==> src/rtl/tjmono_ro_pkg.sv <==
`default_nettype none
// +----------------------------------------------------------------------------+
// | tjmono_ro_pkg                                                              |
// | Shared state encoding, counter widths and helpers for the readout sequencer|
// | Rev 1.0                                                                    |
// +----------------------------------------------------------------------------+
package tjmono_ro_pkg;

    localparam int CNT_W   = 16;
    localparam int PHASE_W = 8;

    localparam logic [2:0] ST_IDLE  = 3'd0;
    localparam logic [2:0] ST_PRE   = 3'd1;
    localparam logic [2:0] ST_RD_HI = 3'd2;
    localparam logic [2:0] ST_RD_LO = 3'd3;
    localparam logic [2:0] ST_POST  = 3'd4;

    typedef enum logic [2:0] {
        IDLE  = ST_IDLE,
        PRE   = ST_PRE,
        RD_HI = ST_RD_HI,
        RD_LO = ST_RD_LO,
        POST  = ST_POST
    } state_t;

    // Index width that stays legal for a single-channel build.
    function automatic int idx_w(input int n);
        return (n > 1) ? $clog2(n) : 1;
    endfunction

endpackage
`default_nettype wire

==> src/rtl/rr_pick.sv <==
`default_nettype none
// +----------------------------------------------------------------------------+
// | rr_pick                                                                    |
// | Combinational round-robin search: first set request after the pointer.     |
// | Rev 1.0                                                                    |
// +----------------------------------------------------------------------------+
module rr_pick #(
    parameter int NCH   = 2,
    parameter int IDX_W = 1
) (
    input  logic [NCH-1:0]   req,
    input  logic [IDX_W-1:0] ptr,
    output logic             valid,
    output logic [IDX_W-1:0] sel
);

    always_comb begin
        int               idx;
        logic [IDX_W-1:0] idx_v;
        valid = 1'b0;
        sel   = '0;
        idx   = 0;
        idx_v = '0;
        // Walk from the farthest offset down so the nearest requester wins.
        for (int i = NCH; i >= 1; i--) begin
            idx = int'(ptr) + i;
            if (idx >= NCH) begin
                idx = idx - NCH;
            end
            idx_v = IDX_W'(idx);
            if (req[idx_v]) begin
                valid = 1'b1;
                sel   = idx_v;
            end
        end
    end

endmodule
`default_nettype wire

==> src/rtl/tjmono_ro_sched.sv <==
`default_nettype none
// +----------------------------------------------------------------------------+
// | tjmono_ro_sched                                                            |
// | Token-driven FREEZE/READ sequencer sharing one readout path between halves.|
// | Optional per-half burst counters: define TJMONO_RO_SCHED_STATS_EN.         |
// | Rev 1.0                                                                    |
// +----------------------------------------------------------------------------+
module tjmono_ro_sched
    import tjmono_ro_pkg::*;
#(
    parameter int NCH         = 2,
    parameter int FREEZE_PRE  = 4,
    parameter int READ_HI     = 1,
    parameter int READ_LO     = 3,
    parameter int FREEZE_POST = 2,
    parameter int MAX_READS   = 1024
) (
    input  logic                 CLK,
    input  logic                 RST,
    input  logic                 ENABLE,
    input  logic [NCH-1:0]       TOKEN,
    input  logic                 FIFO_NEAR_FULL,
    input  logic                 CLR_ERR,
    output logic [NCH-1:0]       READ,
    output logic [NCH-1:0]       FREEZE,
    output logic [NCH-1:0]       GRANT,
    output logic                 BUSY,
    output logic                 TIMEOUT_ERR,
    output logic [NCH*CNT_W-1:0] BURST_CNT
);

    localparam int IDX_W = idx_w(NCH);

    localparam logic [PHASE_W-1:0] PRE_LAST  = PHASE_W'(FREEZE_PRE - 1);
    localparam logic [PHASE_W-1:0] HI_LAST   = PHASE_W'(READ_HI - 1);
    localparam logic [PHASE_W-1:0] LO_LAST   = PHASE_W'(READ_LO - 1);
    localparam logic [PHASE_W-1:0] POST_LAST = PHASE_W'(FREEZE_POST);
    localparam logic [CNT_W-1:0]   MAX_RD    = CNT_W'(MAX_READS);
    localparam logic [CNT_W-1:0]   CNT_SAT   = '1;

    logic [NCH-1:0]     tok_meta_q;
    logic [NCH-1:0]     tok_s_q;

    state_t             state_q, state_d;
    logic [PHASE_W-1:0] phase_q, phase_d;
    logic [IDX_W-1:0]   sel_q, sel_d;
    logic [IDX_W-1:0]   ptr_q, ptr_d;
    logic [CNT_W-1:0]   rdcnt_q, rdcnt_d;
    logic               err_q, err_d;
    logic [NCH-1:0]     read_q, read_d;
    logic [NCH-1:0]     freeze_q, freeze_d;
    logic [NCH-1:0]     grant_q, grant_d;
    logic               busy_q, busy_d;

    logic               pick_valid;
    logic [IDX_W-1:0]   pick_sel;
    logic               burst_done;
    logic [NCH-1:0]     sel_oh;
    logic               hold_d;

    // TOKEN is asynchronous to CLK; only tok_s_q is ever used for decisions.
    always_ff @(posedge CLK or posedge RST) begin
        if (RST) begin
            tok_meta_q <= '0;
            tok_s_q    <= '0;
        end else begin
            tok_meta_q <= TOKEN;
            tok_s_q    <= tok_meta_q;
        end
    end

    rr_pick #(
        .NCH   (NCH),
        .IDX_W (IDX_W)
    ) u_rr_pick (
        .req   (tok_s_q),
        .ptr   (ptr_q),
        .valid (pick_valid),
        .sel   (pick_sel)
    );

    always_comb begin
        state_d    = state_q;
        phase_d    = phase_q;
        sel_d      = sel_q;
        ptr_d      = ptr_q;
        rdcnt_d    = rdcnt_q;
        err_d      = err_q;
        burst_done = 1'b0;

        // A timeout set later in this block overrides a same-cycle clear.
        if (CLR_ERR) begin
            err_d = 1'b0;
        end

        case (state_q)
            IDLE: begin
                if (ENABLE && !FIFO_NEAR_FULL && pick_valid) begin
                    state_d = PRE;
                    phase_d = '0;
                    sel_d   = pick_sel;
                    ptr_d   = pick_sel;
                end
            end
            PRE: begin
                if (phase_q == PRE_LAST) begin
                    state_d = RD_HI;
                    phase_d = '0;
                    rdcnt_d = (rdcnt_q == CNT_SAT) ? rdcnt_q : rdcnt_q + 1'b1;
                end else begin
                    phase_d = phase_q + 1'b1;
                end
            end
            RD_HI: begin
                if (phase_q == HI_LAST) begin
                    state_d = RD_LO;
                    phase_d = '0;
                end else begin
                    phase_d = phase_q + 1'b1;
                end
            end
            RD_LO: begin
                if (phase_q >= LO_LAST) begin
                    if (!tok_s_q[sel_q]) begin
                        state_d = POST;
                        phase_d = '0;
                    end else if (rdcnt_q == MAX_RD) begin
                        err_d   = 1'b1;
                        state_d = POST;
                        phase_d = '0;
                    end else if (!FIFO_NEAR_FULL) begin
                        state_d = RD_HI;
                        phase_d = '0;
                        rdcnt_d = (rdcnt_q == CNT_SAT) ? rdcnt_q : rdcnt_q + 1'b1;
                    end
                    // Near-full: park here with READ low, phase held at its end.
                end else begin
                    phase_d = phase_q + 1'b1;
                end
            end
            POST: begin
                if (phase_q == POST_LAST) begin
                    state_d    = IDLE;
                    phase_d    = '0;
                    rdcnt_d    = '0;
                    burst_done = 1'b1;
                end else begin
                    phase_d = phase_q + 1'b1;
                end
            end
            default: begin
                state_d = IDLE;
                phase_d = '0;
            end
        endcase
    end

    // Outputs are decoded from the next state so every pin comes from a flop.
    always_comb begin
        sel_oh   = NCH'(1) << sel_d;
        hold_d   = (state_d == PRE) || (state_d == RD_HI) || (state_d == RD_LO) ||
                   ((state_d == POST) && (phase_d != POST_LAST));
        grant_d  = hold_d ? sel_oh : '0;
        freeze_d = hold_d ? sel_oh : '0;
        read_d   = (state_d == RD_HI) ? sel_oh : '0;
        busy_d   = (state_d != IDLE);
    end

    always_ff @(posedge CLK or posedge RST) begin
        if (RST) begin
            state_q  <= IDLE;
            phase_q  <= '0;
            sel_q    <= '0;
            ptr_q    <= IDX_W'(NCH - 1);
            rdcnt_q  <= '0;
            err_q    <= 1'b0;
            read_q   <= '0;
            freeze_q <= '0;
            grant_q  <= '0;
            busy_q   <= 1'b0;
        end else begin
            state_q  <= state_d;
            phase_q  <= phase_d;
            sel_q    <= sel_d;
            ptr_q    <= ptr_d;
            rdcnt_q  <= rdcnt_d;
            err_q    <= err_d;
            read_q   <= read_d;
            freeze_q <= freeze_d;
            grant_q  <= grant_d;
            busy_q   <= busy_d;
        end
    end

    assign READ        = read_q;
    assign FREEZE      = freeze_q;
    assign GRANT       = grant_q;
    assign BUSY        = busy_q;
    assign TIMEOUT_ERR = err_q;

`ifdef TJMONO_RO_SCHED_STATS_EN
    generate
        for (genvar g = 0; g < NCH; g++) begin : g_stats
            logic [CNT_W-1:0] cnt_q, cnt_d;

            always_comb begin
                cnt_d = cnt_q;
                if (burst_done && (sel_q == IDX_W'(g)) && (cnt_q != CNT_SAT)) begin
                    cnt_d = cnt_q + 1'b1;
                end
            end

            always_ff @(posedge CLK or posedge RST) begin
                if (RST) begin
                    cnt_q <= '0;
                end else begin
                    cnt_q <= cnt_d;
                end
            end

            assign BURST_CNT[g*CNT_W +: CNT_W] = cnt_q;
        end
    endgenerate
`else
    logic unused_burst_done;
    assign unused_burst_done = burst_done;
    assign BURST_CNT         = '0;
`endif

endmodule
`default_nettype wire
==> config.mk <==
export PLATFORM = sky130hd
export DESIGN_NAME = tjmono_ro_sched
export DESIGN_NICKNAME = d
export VERILOG_FILES = /design/src/rtl/tjmono_ro_pkg.sv /design/src/rtl/rr_pick.sv /design/src/rtl/tjmono_ro_sched.sv
export SDC_FILE = /design/constraint.sdc
export NUM_CORES = 1
export LEC_CHECK = 0
export CAP_MARGIN = 5
export CORE_MARGIN = 4
export CORE_UTILIZATION = 39
export CTS_BUF_LIST = sky130_fd_sc_hd__clkbuf_2
export DETAILED_ROUTE_END_ITERATION = 7
export DONT_BUFFER_PORTS = 1
export PLACE_DENSITY_LB_ADDON = 0.3
export SLEW_MARGIN = 10
export SYNTH_ARGS = -nofsm -noshare
export SYNTH_HDL_FRONTEND = slang
export SYNTH_SLANG_ARGS = --single-unit
==> constraint.sdc <==
create_clock -name CLK -period 3.3 [get_ports CLK]
set_clock_uncertainty 0.1 [all_clocks]
set_input_delay 0.66 -clock CLK [delete_from_list [all_inputs] [get_ports CLK]]
set_output_delay 0.66 -clock CLK [all_outputs]
set_load 0.01 [all_outputs]
; ---- Word-level counts from Yosys, hierarchy flattened
; Cells that the tools add are included.
[totals]
register_bits = 39
latchBits = 0
ram_bits = 0
mem_bits_ro = 0
in_bits = 7
output_inout_bits = 40
mem_count = 0
[op_classes]
addsub = 6
mul = 0
div_mod_pow = 0
order_cmp = 6
n_eq_ne = 19
n_shift = 1
n_mux = 47
bitwise = 0
reduce_logical = 13
[ops]
columns = operator, n
row1 = 16-bit two-way mux, 7
row2 = 8-bit two-way mux, 8
row3 = 16-bit case mux with 3 select lines, 1
row4 = 8-bit case mux with 5 select lines, 1
row5 = 3-bit two-way mux, 8
row6 = 1-bit two-way mux, 19
row7 = 16-bit by 1-bit adder with 16-bit output (second input constant), 1
row8 = 16-bit by 11-bit == test with 1-bit output (second input constant), 1
row9 = 16-bit == test (second input constant), 1
row10 = 8-bit by 2-bit == test with 1-bit output (second input constant), 2
row11 = 3-bit case mux with 5 select lines, 1
row12 = 3-bit by 2-bit == test with 1-bit output (second input constant), 4
row13 = 2-bit inequality test (second input constant), 6
row14 = 8-bit by 1-bit adder with 8-bit output (second input constant), 1
row15 = 8-bit by 2-bit >= comparator with 1-bit output (second input constant), 1
row16 = 8-bit zero test, 1
row17 = 8-bit by 2-bit inequality test with 1-bit output (second input constant), 1
row18 = 7-bit AND reduction, 1
row19 = 3-bit by 1-bit == test with 1-bit output (second input constant), 2
row20 = 3-bit == test (second input constant), 2
row21 = 1-bit by 2-bit less-than comparator with 1-bit output (second input constant), 3
row22 = 3-bit nonzero test, 2
row23 = 2-bit two-way mux, 2
row24 = 1-bit by 2-bit adder with 3-bit output (second input constant), 1
row25 = other kinds (10), 15

; ---- Longest topological paths before layout
[logic_depth]
ltp_word = 15
depth_mapped = 9
depth_no_buf = 8

; ---- Cells and area by module
; A second synthesis with hierarchy kept.
[hier_totals]
cells_unflattened = 279
area_unflattened_um2 = 2517.4
[modules_own_cells]
columns = mod, instances, cells_each, area_each_um2
row1 = tjmono_ro_sched, 1, 277, 2503.7
row2 = rr_pick, 1, 2, 13.8

; ---- Least setup slack after synthesis
; No wires, ideal clock.
[synth_timing]
path_type = flip-flop to flip-flop
startpoint = register phase_q[0]
endpoint = register grant_q[0], in the netlist GRANT[0]
setup_ps = 139
arrival_time_ps = 2167
required_time_ps = 3061
path_slack_ps = 895
path_stages_with_launch = 8
n_path_buf = 0
period_less_slack_ps = 2405
path_cell_list = dfrtp_1 > inv_1 > ha_1 > or4_4 > o211a_4 > a32o_2 > a2111oi_4 > a211oi_1
[synth_between]
elab_chain_len = 9
elab_cells_between_ends = 29
classes_between = add/sub: 1 / order compare: 1 / eq/ne: 7 / mux: 15 / reduce/logical: 5
[synth_rtl]
columns = item, line
row1 = "start, declared", tjmono_ro_sched.sv:45  ; logic [PHASE_W-1:0] phase_q, phase_d;
row2 = "start signal, assigned", tjmono_ro_sched.sv:183  ; phase_q <= phase_d;
row3 = "parallel branches: the longest is 7 deep, another holds 8-bit by 1-bit adder with 8-bit output", -
row4 = 1-bit logical OR *, tjmono_ro_sched.sv:161  ; hold_d = (state_d == PRE) || (state_d == RD_HI) || (state_d == RD_LO) ||
row5 = 2-bit two-way mux *, -
row6 = named net freeze_d[0], tjmono_ro_sched.sv:51  ; logic [NCH-1:0] freeze_q, freeze_d;
row7 = "end signal, assigned", tjmono_ro_sched.sv:190  ; grant_q <= grant_d;
row8 = "end, declared", tjmono_ro_sched.sv:52  ; logic [NCH-1:0] grant_q, grant_d;
; Mark *: on every way through the listed nets, which the timed path passes.
; A chain may end at the register's enable or synchronous reset.

; ---- Worst setup path in the final report
[layout_timing]
startpoint = register rdcnt_q[2]
endpoint = register grant_q[0], in the netlist GRANT[0]
[layout_between]
elab_chain_len = 10
elab_cells_between_ends = 19
classes_between = eq/ne: 6 / mux: 9 / reduce/logical: 4
[layout_rtl]
columns = item, line
row1 = "start, declared", tjmono_ro_sched.sv:48  ; logic [CNT_W-1:0] rdcnt_q, rdcnt_d;
row2 = "start signal, assigned", tjmono_ro_sched.sv:186  ; rdcnt_q <= rdcnt_d;
row3 = 16-bit by 11-bit == test with 1-bit output *, tjmono_ro_sched.sv:127  ; end else if (rdcnt_q == MAX_RD) begin
row4 = 3-bit two-way mux, tjmono_ro_sched.sv:127
row5 = 3-bit two-way mux, tjmono_ro_sched.sv:124  ; if (!tok_s_q[sel_q]) begin
row6 = 3-bit two-way mux, tjmono_ro_sched.sv:123  ; if (phase_q >= LO_LAST) begin
row7 = 3-bit case mux with 5 select lines, tjmono_ro_sched.sv:96  ; case (state_q)
row8 = 3-bit by 1-bit == test with 1-bit output / 3-bit by 2-bit == test with 1-bit output (equally long branches), tjmono_ro_sched.sv:161
row9 = 1-bit logical OR (2 in a row), tjmono_ro_sched.sv:161
row10 = 1-bit logical OR *, tjmono_ro_sched.sv:161
row11 = 2-bit two-way mux *, -
row12 = named net freeze_d[0], tjmono_ro_sched.sv:51
; The timed path passes the listed nets; every way through them passes the cells marked *.

==> metrics.txt <==
Netlist cell types=71; Yosys top cell area share=0.3533; Slew headroom=0.3300; Starting Density=0.3983; post-synthesis area per instance=9.681 µm²; commonest non-fill, non-tap cells in the layout=dfrtp_1 (38), conb_1 (32), nor2_1 (15), nand3_1 (13), nand2_1 (13); adder-cell share of the synthesized area=0.02325; required time worst endpoint=3.47 ns; die area=8294 µm²; routed length per instance=15.25 µm; Post CTS Setup Buffer Count=0; top cell type by total area after synthesis=dfrtp_1; Clk pin slew, worst setup/hold paths=0.21 ns; Total Routed Length=5490 µm; largest cells by area after synthesis=dfrtp_1 (35%), buf_4 (10%), nand3_1 (2.4%); I/O pin cnt=47; clk root buf=clkbuf_2; CTS Buf Count=5; site row count=30; H-tree levels=2; ANT nets after route=0; Setup Viol. Count Final=0; number of global-route vias before repair=1913; Final nets=291; CP Capture Type=flop; placed cell count=352; DR iter-0 viols=52; Syn Inst Count=278; worst skew pair latency=0.39 ns; PD cells=272.6 nW/µm²; crit path kind=reg2reg; TNS Setup=0 ns; Synth Register Bits=39; number of max-cap violations=0; worst-path maximum fanout=6; total grt overflow=0; Tot GR Track Use=0.1346; initial antenna violation count=0; ys async rst share=1.000; cell leakage power=1.055 nW; Post-synth EDFFs=0; Synth Area in Simple Gates=0.2469; Non-Filler Instances=360; vias per cell=5.650; die width=91.07 µm; height of the die=91.07 µm; via count=2034; XOR/XNOR Fraction of Synth Area=0.02603; largest family of logic cells by synthesized area=simple AND/OR/NAND/NOR gates; Period minus WS final=2.746 ns; final hold violation count=0; Compound-Gate Fraction of Synth Area=0.2027; pins over their slew limit=0; layout cells sized above 1=0.1536; prevailing post-synth register cell=dfrtp_1; Synthesis Warnings=0; commonest non-fill, non-tap cell in the layout=dfrtp_1; CP arrival=2.92 ns; CTS resizes=0; post-synthesis mux area share=0.007903; Core Region=6756 µm²; CTS Hold Bufs=0; total clock sinks=39; sequential fraction of the synthesis area=0.3631; maximum clock path buffer count=2; RSZ-0062 raised after global routing=no; Worst Hold Class=in2async; area of the mapped netlist=2691 µm²; Filler Cell Count=676; dpl hpwl=4083 µm; period utilization=0.8322; Critical Path Source Type=flop; outcome=finished, final reports clean; drt first pass iters=4; CTS tree=done; Antenna Cells=0; IO Port Bufs=0; Highest Clock Rate=364.1 MHz; worst slew pin tran=0.9974 ns; gpl congestion=0.8460; Synth-to-Final Area Change=-0.8368%; Residual DRC=0; largest net degree at the start of global routing=40; first-pass GRT wire length=9266 µm; Worst VDD drop=194.7 µV
## flip-flops by register name (all words and copies together) (netlist names)
signal	flops
BUSY	1
GRANT	2
READ	2
TIMEOUT_ERR	1
phase_q	8
ptr_q	1
rdcnt_q	16
sel_q	1
state_q	3
tok_meta_q	2
tok_s_q	2
## area by class of cell
cell class	count	area, µm²	share of cell area
multi-input combinational	218	1484	0.5560
sequential	39	977.2	0.3662
tap	80	100.1	0.03751
inverter	12	45.04	0.01688
clock buffer	5	25.02	0.009376
timing repair buffer	3	22.52	0.008439
clock inverter	3	15.01	0.005626
## cells by family after synthesis
group | count (synthesis)
AND/OR/NAND/NOR | 106
AO/OA/AOI/OAI | 65
buffers and inverters | 52
flip-flops | 39
XOR/XNOR | 8
adder cells (fa/ha/maj) | 5
multiplexers | 2
other | 1
## power breakdown
part | internal (mW) | total, mW | switching, mW
logic | 0.00387 | 0.0351 | 0.0312
clock network | 0.0487 | 0.210 | 0.161
registers | 0.481 | 0.483 | 0.00156
## per-layer routing
metal | GRT usage | part of all wire
met1 | 0.1776 | 0.47
met3 | 0.04060 | 0.045
met4 | 0.02261 | 0.0031
met5 | 0 | 0
met2 | 0.2207 | 0.49
## critical path, cell delays in order (launching register included)
cell       delay, ns
dfrtp_1         0.50
nor4_1          0.85
a41oi_4         0.29
a32o_2          0.39
a211oi_2        0.15
a2bb2oi_1       0.24
a211oi_1        0.11
## final timing paths
| check | slack, ns | to | cells after the start | startpoint |
|---|---|---|---|---|
| max | 0.55 | GRANT[0]$_DFF_PP0_ | 6 | rdcnt_q[2]$_DFFE_PP0P_ |
| min | 0.14 | state_q[1]$_DFF_PP0_ | 2 | RST |
| max reg2reg | 0.55 | GRANT[0]$_DFF_PP0_ | 6 | rdcnt_q[2]$_DFFE_PP0P_ |
| min reg2reg | 0.28 | tok_s_q[0]$_DFF_PP0_ | 0 | tok_meta_q[0]$_DFF_PP0_ |
| max in group asynchronous | 2.61 | ptr_q$_DFFE_PP1P_ | 2 | RST |
| min in group CLK | 0.16 | tok_meta_q[1]$_DFF_PP0_ | 0 | TOKEN[1] |
## cell usage after synthesis (3+ instances only)
master and number:
nor2_1 15, a21oi_1 10, buf_4 36, nand3_1 13, xnor2_1 3, nand4_1 10, dfrtp_1 38, inv_1 11
o21ai_1 6, o31ai_1 7, ha_1 5, nand2b_1 3, or3_1 6, and3_1 5, nor4_1 8, nor3_1 6
or4_1 3, o21ai_0 12, nand2_1 13, xor2_1 5
## through the flow
stage               hold WS (ns)  utilization  instance area (µm²)  worst slack [ns]  total power [mW]
global placement          0.2376       0.3891                 2629            0.7442            0.5252
finish                    0.1390       0.3950                 2669            0.5538            0.7276
CTS                       0.1463       0.3950                 2669            0.5997            0.7354
global route             0.09941       0.3950                 2669            0.4505            0.7677
detailed placement        0.2405       0.3891                 2629            0.6459            0.5257
floorplan                 0.2312            -                 2808            0.8947            0.5482
Note: power is estimated with default switching activity, not from simulation.
